--- config.mk ---
export PLATFORM = sky130hd
export DESIGN_NAME = s100_sys_ctrl
export DESIGN_NICKNAME = d
export VERILOG_FILES = /design/src/rtl/s100_sys_ctrl.sv
export SDC_FILE = /design/constraint.sdc
export NUM_CORES = 1
export LEC_CHECK = 0
export CAP_MARGIN = 20
export CORE_MARGIN = 10
export CORE_UTILIZATION = 30
export DETAILED_ROUTE_END_ITERATION = 12
export PLACE_DENSITY = 0.76
export SYNTH_ARGS = -nofsm -noshare
export SYNTH_HDL_FRONTEND = slang
export SYNTH_SLANG_ARGS = --single-unit
--- constraint.sdc ---
create_clock -name clk -period 1.95 [get_ports clk]
set_input_delay 0.39 -clock clk [delete_from_list [all_inputs] [get_ports clk]]
set_output_delay 0.39 -clock clk [all_outputs]
set_load 0.02 [all_outputs]
--- src/rtl/s100_sys_ctrl.sv ---
// S-100/Altair system controller: CPU phase enable, SYNC status latch, region/port decode,
// read-data mux and turn-key boot JMP. Optional wait states via macro WAITSTATE_EN.
module s100_sys_ctrl #(
  parameter int CE_DIV = 3,
  parameter int NUM_MEM = 4,
  parameter int NUM_IO = 2,
  parameter logic [8*NUM_MEM-1:0] MEM_BASE = {8'h00, 8'hFB, 8'hFD, 8'h00},
  parameter logic [8*NUM_MEM-1:0] MEM_MASK = {8'h00, 8'hFF, 8'hFF, 8'hE0},
  parameter logic [NUM_MEM-1:0] MEM_RO = 4'b0100,
  parameter logic [2*NUM_MEM-1:0] MEM_WS = 8'h00,
  parameter logic [8*NUM_IO-1:0] IO_BASE = {8'h10, 8'h00},
  parameter logic [8*NUM_IO-1:0] IO_MASK = {8'hFE, 8'hFE},
  parameter logic [15:0] BOOT_VECTOR = 16'hFD00
) (
  input  logic                 clk,
  input  logic                 reset,
  output logic                 ce,
  input  logic [15:0]          cpu_addr,
  input  logic [7:0]           cpu_dout,
  input  logic                 cpu_sync,
  input  logic                 cpu_dbin,
  input  logic                 cpu_wr_n,
  output logic [7:0]           cpu_din,
  output logic                 cpu_ready,
  output logic [NUM_MEM-1:0]   mem_rd,
  output logic [NUM_MEM-1:0]   mem_we,
  input  logic [8*NUM_MEM-1:0] mem_rdata,
  output logic [NUM_IO-1:0]    io_rd,
  output logic [NUM_IO-1:0]    io_we,
  input  logic [8*NUM_IO-1:0]  io_rdata,
  output logic [7:0]           status,
  output logic                 boot_active,
  output logic                 bus_err
);

  typedef enum logic [1:0] {B_OP, B_LO, B_HI, RUN} boot_t;

  localparam int CW = (CE_DIV > 1) ? $clog2(CE_DIV) : 1;
  localparam logic [CW-1:0] CE_LAST = CW'(CE_DIV - 1);

  boot_t boot_q, boot_d;
  logic [CW-1:0] ce_cnt;
  logic dbin_q, wr_n_q, dbin_fall, run;
  logic [NUM_MEM-1:0] mem_match, mem_first;
  logic [NUM_IO-1:0] io_match, io_first;
  logic mem_hit, io_hit, ro_hit, wr_bad;
  logic [7:0] mem_sel_data, io_sel_data;

  always_ff @(posedge clk or posedge reset) begin
    if (reset) begin
      ce_cnt <= '0;
      ce     <= 1'b0;
    end else if (ce_cnt == CE_LAST) begin
      ce_cnt <= '0;
      ce     <= ~ce;
    end else begin
      ce_cnt <= ce_cnt + 1'b1;
    end
  end

  always_ff @(posedge clk or posedge reset) begin
    if (reset) begin
      status  <= 8'h00;
      dbin_q  <= 1'b0;
      wr_n_q  <= 1'b1;
      boot_q  <= B_OP;
      bus_err <= 1'b0;
    end else begin
      if (cpu_sync) status <= cpu_dout;
      dbin_q  <= cpu_dbin;
      wr_n_q  <= cpu_wr_n;
      boot_q  <= boot_d;
      bus_err <= wr_n_q & ~cpu_wr_n & wr_bad;
    end
  end

  assign dbin_fall   = dbin_q & ~cpu_dbin;
  assign run         = (boot_q == RUN);
  assign boot_active = ~run;

  always_comb begin
    boot_d = boot_q;
    case (boot_q)
      B_OP:    if (dbin_fall) boot_d = B_LO;
      B_LO:    if (dbin_fall) boot_d = B_HI;
      B_HI:    if (dbin_fall) boot_d = RUN;
      default: boot_d = RUN;
    endcase
  end

  // Lowest-index hit wins: isolate the least significant set match bit.
  always_comb begin
    for (int i = 0; i < NUM_MEM; i++)
      mem_match[i] = (cpu_addr[15:8] & MEM_MASK[8*i +: 8]) == MEM_BASE[8*i +: 8];
    for (int j = 0; j < NUM_IO; j++)
      io_match[j] = (cpu_addr[7:0] & IO_MASK[8*j +: 8]) == IO_BASE[8*j +: 8];
  end

  assign mem_first = mem_match & (~mem_match + NUM_MEM'(1));
  assign io_first  = io_match & (~io_match + NUM_IO'(1));
  assign mem_hit   = |mem_match;
  assign io_hit    = |io_match;
  assign ro_hit    = |(mem_first & MEM_RO);

  always_comb begin
    mem_sel_data = 8'h00;
    io_sel_data  = 8'h00;
    for (int i = 0; i < NUM_MEM; i++)
      if (mem_first[i]) mem_sel_data = mem_rdata[8*i +: 8];
    for (int j = 0; j < NUM_IO; j++)
      if (io_first[j]) io_sel_data = io_rdata[8*j +: 8];
  end

  // Strobes are level-qualified copies of cpu_dbin / ~cpu_wr_n on the single winning target.
  always_comb begin
    mem_rd  = '0;
    io_rd   = '0;
    cpu_din = 8'hFF;
    if (!run) begin
      case (boot_q)
        B_OP:    cpu_din = 8'hC3;
        B_LO:    cpu_din = BOOT_VECTOR[7:0];
        default: cpu_din = BOOT_VECTOR[15:8];
      endcase
    end else if (status[6]) begin
      io_rd = io_first & {NUM_IO{cpu_dbin}};
      if (io_hit) cpu_din = io_sel_data;
    end else begin
      mem_rd = mem_first & {NUM_MEM{cpu_dbin}};
      if (mem_hit) cpu_din = mem_sel_data;
    end
  end

  always_comb begin
    mem_we = '0;
    io_we  = '0;
    wr_bad = 1'b0;
    if (status[4]) begin
      io_we  = io_first & {NUM_IO{~cpu_wr_n}};
      wr_bad = ~io_hit;
    end else begin
      mem_we = mem_first & ~MEM_RO & {NUM_MEM{~cpu_wr_n}};
      wr_bad = ~mem_hit | ro_hit;
    end
  end

`ifdef WAITSTATE_EN
  logic [1:0] wait_cnt, ws_sel;
  logic ce_rise, sync_io;

  assign ce_rise = (ce_cnt == CE_LAST) & ~ce;
  assign sync_io = cpu_dout[6] | cpu_dout[4];

  always_comb begin
    ws_sel = 2'd0;
    for (int i = 0; i < NUM_MEM; i++)
      if (mem_first[i]) ws_sel = MEM_WS[2*i +: 2];
  end

  always_ff @(posedge clk or posedge reset) begin
    if (reset) wait_cnt <= 2'd0;
    else if (cpu_sync) wait_cnt <= (run && !sync_io && mem_hit) ? ws_sel : 2'd0;
    else if (ce_rise && wait_cnt != 2'd0) wait_cnt <= wait_cnt - 2'd1;
  end

  assign cpu_ready = (wait_cnt == 2'd0);
`else
  assign cpu_ready = 1'b1;
`endif

endmodule

# --- Word level (Yosys, flattened, before mapping) ---
# Cells that the tools add are included.
# Widths: inputs -> output; s select.
classes:
  bitwise_logic: 16
  add_sub_neg: 3
  reduce_logical: 5
  mux: 22
  eq_ne: 10
op_table:
  columns: ["cell", "count"]
  rows:
  - ["$mux 8", 9]
  - ["$eq 8x8->1 const B", 2]
  - ["$logic_not 8->1", 2]
  - ["$pmux 8 s2", 1]
  - ["$mux 2", 7]
  - ["$and 4x4->4", 3]
  - ["$mux 4", 3]
  - ["$eq 7x4->1 const B", 1]
  - ["$and 2x2->2", 3]
  - ["$eq 2x2->1 const B", 3]
  - ["$ne 2x2->1 const B", 3]
  - ["$pmux 2 s3", 1]
  - ["$not 1->1", 5]
  - ["$add 2x1->2 const B", 2]
  - ["$add 4x1->4 const B", 1]
  - ["$not 4->4", 1]
  - ["$and 1x1->1", 3]
  - ["$reduce_and 3->1", 1]
  - ["$eq 2x1->1 const B", 1]
  - ["$logic_not 2->1", 1]
  - ["$not 2->2", 1]
  - ["$reduce_or 2->1", 1]
  - ["$mux 1", 1]
totals:
  ff_bits: 16
  wordCells: 63

# --- Logic depth before layout (Yosys ltp) ---
# Gate-level depths: netlist (run 1).
depth:
  word_depth: 10
  depth_mapped: 6
  depth_no_buf: 4

# --- Least setup slack after synthesis (run 1) ---
# Ideal clock, no wire load.
synth_path:
  path_kind: "reg-to-output"
  startpoint: "register status[6]"
  endpoint: "output mem_rd[2]"
  path_buffers: 2
  arrival_time_ps: 1683
  required_time_ps: 1560
  stages_incl_launch_ff: 6
  path_slack_ps: -123
  path_cell_list: "dfrtp_1 -> clkbuf_1 -> nor2b_1 -> buf_2 -> nand3_1 -> nor4_1"
synth_via:
  elab_chain_len: 2
synth_lines:
  columns: ["element", "line", "source"]
  rows:
  - ["start: declaration", "31", "output logic [7:0] status,"]
  - ["start signal: assignment", "69", "if (cpu_sync) status <= cpu_dout;"]
  - ["$mux 4", "125", "end else if (status[6]) begin"]
  - ["$mux 4", "119", "if (!run) begin"]
  - ["end: declaration", "25", "output logic [NUM_MEM-1:0] mem_rd,"]
# No other way between the ends.

# --- Worst setup path after layout (run 1) ---
layout_path:
  startpoint: "register status[6]"
  endpoint: "output cpu_din[1]"
layout_via:
  elab_chain_len: 2
layout_lines:
  columns: ["element", "line", "source"]
  rows:
  - ["$mux 8", "125", null]
  - ["$mux 8", "119", null]
  - ["end: declaration", "23", "output logic [7:0] cpu_din,"]
# No other way between the ends.

==> run metrics, run 1 <==
crit path kind=flip-flop to primary output; Least-Margin Pin Slew=613 ps; Cell Area, Synth=approximately 1300 um^2; 1st-iter DRT viols=between 90 and 100; Max Cap Viol=0; Post-Syn Nets=around 240; status=finished, violations left; Tot GR Track Use=0.149; largest net degree at the start of global routing=17; syn avg cell area=8.08 um^2; largest cells by area after synthesis=dfrtp_1, mux2_2, o21ai_0, nor2_1, nand3b_1; final max-slew violation count=0; Post-synth top flop=dfrtp_1; Post-synth ARST share=1.00; layout cell share with drive strength beyond 1=0.406; # rows=23; post-synthesis sequential element count=16; vias per inst=roughly 5; drt first pass iters=6; endpoint type of the worst setup path=primary output; Chip Width=approximately 86 um; Flop pwr share=0.305; Pwr per Cell Area=between 400 and 500 nW/um^2; Area after DPL=about 2600 um^2; worst skew pair latency=between 200 and 250 ps; num ports=around 110; Num CTS Buffers=3; worst r2r path cells=4; Final Hold Fails=0; CTS Root Buffer Type=clkbuf_8; CTS sink count=16; final setup fails=6; CP required=~1600 ps; Hold Crit Start=ce_cnt[0]$_DFF_PP0_; post-synth cell types=36; H-tree Lvls=1; CTS tree=yes; failing checks=negative setup slack; reg-to-reg critical path startpoint=status[4]$_DFFE_PP0P_; Clk network pwr share=0.240; full die area=7330 um^2; Initial Util=0.316; GRT overflow=0; Combinational Power Share=0.455; Remaining DRCs=0; clk buf depth=2; placer congestion estimate=0.838; Lkg Pwr=roughly 1.2 nW; RSZ-0062 raised after global routing=true; Final TNS setup=-104 ps; antenna violations before repair=0; Synth Instances=160; Setup WS post-layout=-46.2 ps; switching part of the total=0.293; post-route cell area=approximately 2800 um^2; Port Buffer Count=between 100 and 150; drt wl/cell=17.8 um; Hold EP=ce_cnt[0]$_DFF_PP0_; Post-synth top cells=nor2_1, dfrtp_1, o21ai_0; FMAX=about 0.50 GHz; Core Area=between 4000 and 5000 um^2; synth warn=0; crit path max fanout=5; # nets final=~370; Critical Path Source Type=flip-flop; register area share after synthesis=0.311; P_int=0.000843 W; leading area contributor after synthesis=dfrtp_1; DIE HEIGHT=85.6 um; r2r setup slk=slightly below 700 ps; fin crit share=1.02; Worst Hold Depth=1; Detail Placement HPWL=just over 5000 um; routed vias=1,722; Arr. time, crit path=between 1500 and 2000 ps; # diodes=0; top-area cell type share of the netlist area=0.290; filler cell count=342; clock slew at reported path FFs=approximately 60 ps; Layout area overhead=116%; number of global-route vias before repair=1,800; peak supply drop=~0.4 mV; min Tclk post-route=about 2000 ps; footprint of the multi-input gates=between 900 and 1000 um^2; ANT nets after route=0; Layout Skew=1.56 ps; Reg area=403 um^2; DRT Wirelength=approximately 6100 um; first-pass GRT wire length=approximately 9100 um; terminus of the critical flop-to-flop path=bus_err$_DFF_PP0_; worst hold path class=flip-flop to flip-flop; worst relative slew slack=0.591; switching pwr=0.000350 W; top-count cell post-synth=nor2_1; Post-synth EDFFs=0
==> power groups by stage <==
stage	clock, W	combinational, W	sequential, W
2_1_floorplan	0	0.000177	0.000390
4_1_cts	0.000297	0.000515	0.000363
3_3_place_gp	0	0.000504	0.000368
3_5_place_dp	0	0.000513	0.000368
6_report	0.000286	0.000543	0.000364
5_1_grt	0.000311	0.000581	0.000366
==> stage by stage <==
| step | power (W) | worst slack, ps | instances | util | hold slack, ps |
|---|---|---|---|---|---|
| 2_1_floorplan | 0.000567 | 24.6 | 160 | - | 303 |
| 3_3_place_gp | 0.000872 | -894 | 332 | 0.629 | 421 |
| 3_5_place_dp | 0.000881 | -969 | 332 | 0.629 | 445 |
| 4_1_cts | 0.00117 | -62.5 | 342 | 0.658 | 453 |
| 5_1_grt | 0.00126 | -130 | 343 | 0.684 | 485 |
| 6_report | 0.00119 | -46.2 | 343 | 0.684 | 448 |
==> timing repair <==
item                                    4_1_cts  5_1_grt
endpoints found under the setup margin       20       17
setup buffers                                 5        1
resized for setup                           159       38
hold buffers                                  0        0
pin swaps                                    21       16
cloned                                        1        0
==> kinds of logic after synthesis <==
family / Yosys count / synth area share
AND/OR/NAND/NOR: 72 / 0.315
AO/OA/AOI/OAI: 35 / 0.162
buffers and inverters: 18 / 0.0649
flip-flops: 16 / 0.311
multiplexers: 15 / 0.129
XOR/XNOR: 2 / 0.0136
other: 2 / 0.00581
==> final cells by class <==
class / instances / share of cell area
Tap cell: 50 / 0.0224
Clock buffer: 4 / 0.0197
Sequential cell: 16 / 0.144
Inverter: 6 / 0.00805
Multi-Input combinational cell: 126 / 0.348
Timing Repair Buffer: 141 / 0.458
==> critical path: stages (launching register included) <==
cell and delay [ps]:
dfrtp_2 450, or4_4 520, o22ai_2 170, nor3b_2 70, buf_4 160
==> metal layers <==
| metal | wire, um | vias up | GRT usage | part of all wire |
|---|---|---|---|---|
| met2 | 3330 | 70 | 0.288 | 0.55 |
| met4 | 60 | 0 | 0.0254 | 0.0098 |
| met3 | 375 | 4 | 0.0350 | 0.061 |
| met1 | 2340 | 808 | 0.160 | 0.38 |
| li1 | - | 840 | - | - |
| met5 | 0 | - | 0 | 0 |
==> flip-flops by register name, summed over array words and instances (netlist names) <==
signal	cells
boot_q	2
bus_err	1
ce	1
ce_cnt	2
dbin_q	1
status	8
wr_n_q	1
==> worst max-delay path by stage <==
stage                                from    endpoint  cells past startpoint
CTS                          cpu_addr[14]  cpu_din[1]                      6
finish              status[6]$_DFFE_PP0P_  cpu_din[1]                      4
floorplan                     cpu_addr[9]   mem_we[1]                      4
global route        status[6]$_DFFE_PP0P_  cpu_din[3]                      5
detailed placement           cpu_addr[15]  cpu_din[3]                      6
global placement             cpu_addr[15]  cpu_din[3]                      6
==> layout by cell type (no fill, tap or decap), types with 2 or more instances in the layout <==
cell type,Yosys,final
nor3_1,5,3
nand2b_1,5,3
o22ai_1,5,4
o21ai_1,3,6
nand3_1,7,7
clkdlybuf4s15_2,0,4
dfrtp_1,15,14
nand4_1,2,2
dlygate4sd2_1,0,6
nor2_1,16,10
buf_4,2,42
nor2_4,0,2
buf_2,7,7
and2_1,4,3
clkbuf_2,0,2
clkbuf_8,0,4
nand3b_1,6,6
a211oi_2,0,2
clkdlybuf4s50_1,0,66
o21ai_2,0,3
conb_1,2,2
nor2_2,0,4
nor4_1,4,3
a21oi_1,3,2
or3_4,0,4
buf_6,0,11
o21ai_0,14,8
nor2b_1,3,2
nor3_2,0,2
a21o_1,3,3
nand2_1,9,8
inv_1,6,6
mux2_2,13,13
No activity file was read; power rests on OpenSTA's default activity.
==> inputs of run 2 (changes only) <==
--- a/config.mk
+++ b/config.mk
@@ -6,7 +6,7 @@
 export NUM_CORES = 1
 export LEC_CHECK = 0
 export CAP_MARGIN = 20
-export CORE_MARGIN = 10
+export CORE_MARGIN = 1.5
 export CORE_UTILIZATION = 30
 export DETAILED_ROUTE_END_ITERATION = 12
 export PLACE_DENSITY = 0.76
==> constraint.sdc (replaced) <==
create_clock -name clk -period 2.2 [get_ports clk]
set_input_delay 0.44 -clock clk [delete_from_list [all_inputs] [get_ports clk]]
set_output_delay 0.44 -clock clk [all_outputs]
set_load 0.02 [all_outputs]
==> run metrics, run 2 (synthesis gave the netlist of run 1 again) <==
placer congestion estimate=0.784; final max-slew violation count=0; post-route cell area=approximately 2700 um^2; cell family with most CP delay=simple AND/OR/NAND/NOR gates; Hold Crit Start=ce_cnt[0]$_DFF_PP0_; H-tree Lvls=1; Biggest register=status; CTS Root Buffer Type=clkbuf_8; number of global-route vias before repair=approximately 1.7k; Num CTS Buffers=3; Core Area=around 4100 um^2; # diodes=0; Pwr per Cell Area=between 300 and 400 nW/um^2; DIE HEIGHT=roughly 69 um; worst relative slew slack=0.603; ANT nets after route=0; Setup WS post-layout=approximately 35 ps; status=finished, final reports clean; Slowest-stage cell, CP=or4_4; fin crit share=0.984; reg-to-reg critical path startpoint=status[4]$_DFFE_PP0P_; routed vias=between 1.5k and 2k; crit path max fanout=1; Post-Place Setup Slack=-692 ps; Layout Skew=a little over 0.8 ps; most frequent cells in the layout=clkdlybuf4s50_1, buf_4, dfrtp_1, mux2_2, nor2_1; clock slew at reported path FFs=~60 ps; endpoint type of the worst setup path=primary output; max reg flops=8; met3 wire length=~400 um; crit-path cells=clkdlybuf4s50_1 > or4_4 > o22ai_2 > nor3b_2 > buf_4; Arr. time, crit path=roughly 1700 ps; commonest non-fill, non-tap cell in the layout=clkdlybuf4s50_1; drt first pass iters=4; r2r setup slk=just over 900 ps; CP required=between 1500 and 2000 ps; DRT Wirelength=5010 um; WP buf/inv=2; Tot GR Track Use=0.207; terminus of the critical flop-to-flop path=bus_err$_DFF_PP0_; Lkg Pwr=approximately 1.1 nW; Initial Util=0.319; Remaining DRCs=0; biggest regs=status (8), boot_q (2), ce_cnt (2); Detail Placement HPWL=a little over 4000 um; Chip Width=between 60 and 70 um; final instance count without filler cells=about 340; Layout area overhead=108%; largest net degree at the start of global routing=17; Area after DPL=between 2000 and 3000 um^2; num ports=109; CTS tree=yes; # nets final=between 300 and 400; Critical Path Source Type=input pin; worst r2r path cells=4; Final Hold Fails=0; final setup fails=0; Inst Count DP=330; top routing layer in use=met4; worst hold path class=flip-flop to flip-flop; layout cell share with drive strength beyond 1=0.334; CTS sink count=16; met2 wire length=roughly 2600 um; Least-Margin Pin Slew=just under 600 ps; 1st-iter DRT viols=77; first-pass GRT wire length=7380 um; full die area=around 4700 um^2; final core occ=0.663; vias per inst=~4.9; Max Cap Viol=0; Worst Hold Depth=1; worst skew pair latency=about 240 ps; M1 wire length=1930 um; Port Buffer Count=105; FMAX=about 0.46 GHz; antenna violations before repair=0; min Tclk post-route=~2200 ps; # rows=23; GRT overflow=0; drt wl/cell=~15 um; crit path kind=input pin to primary output; Final TNS setup=0 ps; Hold EP=ce_cnt[0]$_DFF_PP0_; peak supply drop=0.392 mV; Worst path max stage delay=just over 500 ps; clk buf depth=2; filler cell count=approximately 350
[run 2: cell types whose count changed in the layout (fill, tap and decap cells not counted), sizes merged]
cell,change
clkdlybuf4s50,+3
dlymetal6s2s,+1
clkbuf,+1
buf,-14
dlygate4sd2,+3
[run 2: final cells by class]
cell class / instances / area, um^2 / area share
repair buffers: 135 / 1230 / 0.458
multi-input cells: 126 / 925 / 0.344
flip-flops and latches: 16 / 403 / 0.150
well taps: 50 / 62.6 / 0.0232
clock buffers: 4 / 45.0 / 0.0167
inverters: 6 / 22.5 / 0.00837
[run 2: worst max-delay path by stage]
stage	startpoint	end	slack [ps]	depth (start not counted)
finish	mem_rdata[25]	cpu_din[1]	40	5
global route	cpu_addr[8]	cpu_din[1]	-2	7
CTS	cpu_addr[11]	cpu_din[0]	0.4	7
detailed placement	cpu_addr[2]	io_rd[1]	-690	6
global placement	cpu_addr[15]	cpu_din[4]	-640	7
floorplan	status[6]$_DFFE_PP0P_	mem_rd[2]	80	5
[run 2: repair_timing]
action	CTS	global route
hold buffers	0	0
buffers inserted	2	1
hold endpoints to repair	0	0
gates resized for setup	131	25
setup endpoints to repair	19	16
pin swaps	19	10
[run 2: worst register-to-register path: stages, from the launching register on]
cell and delay, ps:
dfrtp_1 390, buf_4 160, nor4_1 370, a21oi_1 70, nor3b_1 190
[run 2: metrics by stage]
step | total power (W) | hold slack, ps
after floorplan | 0.000502 | 353
after global placement | 0.000767 | 423
after detailed placement | 0.000775 | 427
after CTS | 0.000999 | 435
after global routing | 0.00106 | 432
final | 0.00100 | 443
[run 2: metal layers]
metal  global-route usage  vias to the layer above
met5                    0                        -
met4               0.0275                        0
met3               0.0341                        4
met2                0.405                       64
met1                0.238                      775
li1                     -                      824
[run 2: power breakdown]
group          internal, W  total (W)  switching, W
logic             0.000263   0.000457      0.000194
registers         0.000312   0.000323     0.0000105
clock network     0.000128   0.000221     0.0000927
total             0.000704    0.00100      0.000297
==> inputs of run 3 (changes only) <==
--- a/config.mk
+++ b/config.mk
@@ -9,7 +9,9 @@
 export CORE_MARGIN = 1.5
 export CORE_UTILIZATION = 30
 export DETAILED_ROUTE_END_ITERATION = 12
+export GPL_ROUTABILITY_DRIVEN = 0
 export PLACE_DENSITY = 0.76
 export SYNTH_ARGS = -nofsm -noshare
 export SYNTH_HDL_FRONTEND = slang
 export SYNTH_SLANG_ARGS = --single-unit
+export TNS_END_PERCENT = 50
==> run metrics, run 3 (synthesis gave the netlist of run 1 again) <==
CTS Root Buffer Type=clkbuf_8; worst relative slew slack=0.601; # diodes=0; biggest regs=status (8), boot_q (2), ce_cnt (2); DRT Wirelength=5010 um; Critical Path Source Type=input pin; full die area=between 4000 and 5000 um^2; Biggest register=status; number of global-route vias before repair=around 1.7k; Chip Width=roughly 69 um; FMAX=~0.46 GHz; Post-Place Setup Slack=-692 ps; most frequent cells in the layout=clkdlybuf4s50_1, buf_4, dfrtp_1, mux2_2, nor2_1; Layout Skew=approximately 1.2 ps; Initial Util=0.319; RSZ-0062 raised after global routing=true; clock slew at reported path FFs=around 60 ps; # rows=23; crit path from=mem_rdata[25]; DIE HEIGHT=around 69 um; Max Cap Viol=0; largest net degree at the start of global routing=17; peak supply drop=around 0.4 mV; drt first pass iters=4; Port Buffer Count=around 110; CTS Hold Buffers Added=0; endpoint type of the worst setup path=primary output; crit path max fanout=1; drt wl/cell=14.9 um; worst skew pair latency=approximately 240 ps; reg-to-reg critical path startpoint=status[4]$_DFFE_PP0P_; Worst path max stage delay=slightly above 500 ps; first-pass GRT wire length=about 7400 um; 1st-iter DRT viols=63; H-tree Lvls=1; overall power=0.00100 W; crit-path cells=clkdlybuf4s50_1 > or4_4 > o22ai_2 > nor3b_2 > buf_4; Tot GR Track Use=0.207; fin crit share=0.984; Arr. time, crit path=1730 ps; filler cell count=between 300 and 400; vias per inst=approximately 5.0; worst r2r path cells=4; CTS tree=yes; Lkg Pwr=1.14 nW; WP depth=5; status=finished, final reports clean; terminus of the critical flop-to-flop path=bus_err$_DFF_PP0_; num ports=109; worst hold path class=input pin to flip-flop; # nets final=365; r2r setup slk=approximately 930 ps; cell family with most CP delay=simple AND/OR/NAND/NOR gates; min Tclk post-route=approximately 2200 ps; WP buf/inv=2; Setup WS post-layout=roughly 34 ps; commonest non-fill, non-tap cell in the layout=clkdlybuf4s50_1; Layout area overhead=109%; Remaining DRCs=0; Core Area=4060 um^2; crit path capture=cpu_din[1]; final setup fails=0; max reg flops=8; routed vias=1,669; CTS sink count=16; Least-Margin Pin Slew=roughly 600 ps; Final Hold Fails=0; Num CTS Buffers=3; GRT overflow=0; antenna violations before repair=0; ANT nets after route=0; crit path kind=input pin to primary output; final max-slew violation count=0; Pwr per Cell Area=about 370 nW/um^2; clk buf depth=2; Detail Placement HPWL=roughly 4000 um; Slowest-stage cell, CP=or4_4; WHS=~440 ps; layout cell share with drive strength beyond 1=0.334; CP required=between 1500 and 2000 ps
## run 3: layer usage
layer,track usage,wire length [um],up-vias
li1,-,-,824
met1,0.238,1920,771
met2,0.405,2640,70
met3,0.0341,417,4
met4,0.0275,39,0
met5,0,0,-
## run 3: power breakdown
group	switching [W]	internal (W)	total (W)
Combinational	0.000195	0.000264	0.000459
Clock	0.0000922	0.000128	0.000220
Sequential	0.0000106	0.000312	0.000323
Total	0.000298	0.000704	0.00100
## run 3: worst min-delay path by stage
stage | cells after the start | startpoint | endpoint | slack, ps
floorplan | 1 | reset | boot_q[0]$_DFFE_PP0P_ | 350
global placement | 1 | ce_cnt[0]$_DFF_PP0_ | ce_cnt[0]$_DFF_PP0_ | 420
detailed placement | 1 | ce_cnt[0]$_DFF_PP0_ | ce_cnt[0]$_DFF_PP0_ | 430
CTS | 1 | ce_cnt[0]$_DFF_PP0_ | ce_cnt[0]$_DFF_PP0_ | 440
global route | 1 | cpu_dbin | dbin_q$_DFF_PP0_ | 430
finish | 1 | cpu_dbin | dbin_q$_DFF_PP0_ | 440
## run 3: final cells by class
type / count / area, um^2 / area share
repair buffers: 135 / 1230 / 0.457
multi-input cells: 126 / 931 / 0.345
flip-flops and latches: 16 / 403 / 0.149
well taps: 50 / 62.6 / 0.0232
clock buffers: 4 / 45.0 / 0.0167
inverters: 6 / 22.5 / 0.00835
## run 3: metrics by stage
step	util	setup TNS (ps)	cell area [um^2]	std cells
after CTS	0.655	-0.952	2660	336
after global routing	0.665	-13.9	2700	337
after detailed placement	0.631	-11300	2560	330
final	0.665	0	2700	337
after floorplan	-	0	1290	160
after global placement	0.631	-10680	2560	330
## run 3: repair_timing
item                                    CTS  global route
buffers inserted                          2             1
gates cloned                              0             0
gates resized for setup                 130            27
pin swaps                                19             9
endpoints found under the setup margin   19            17
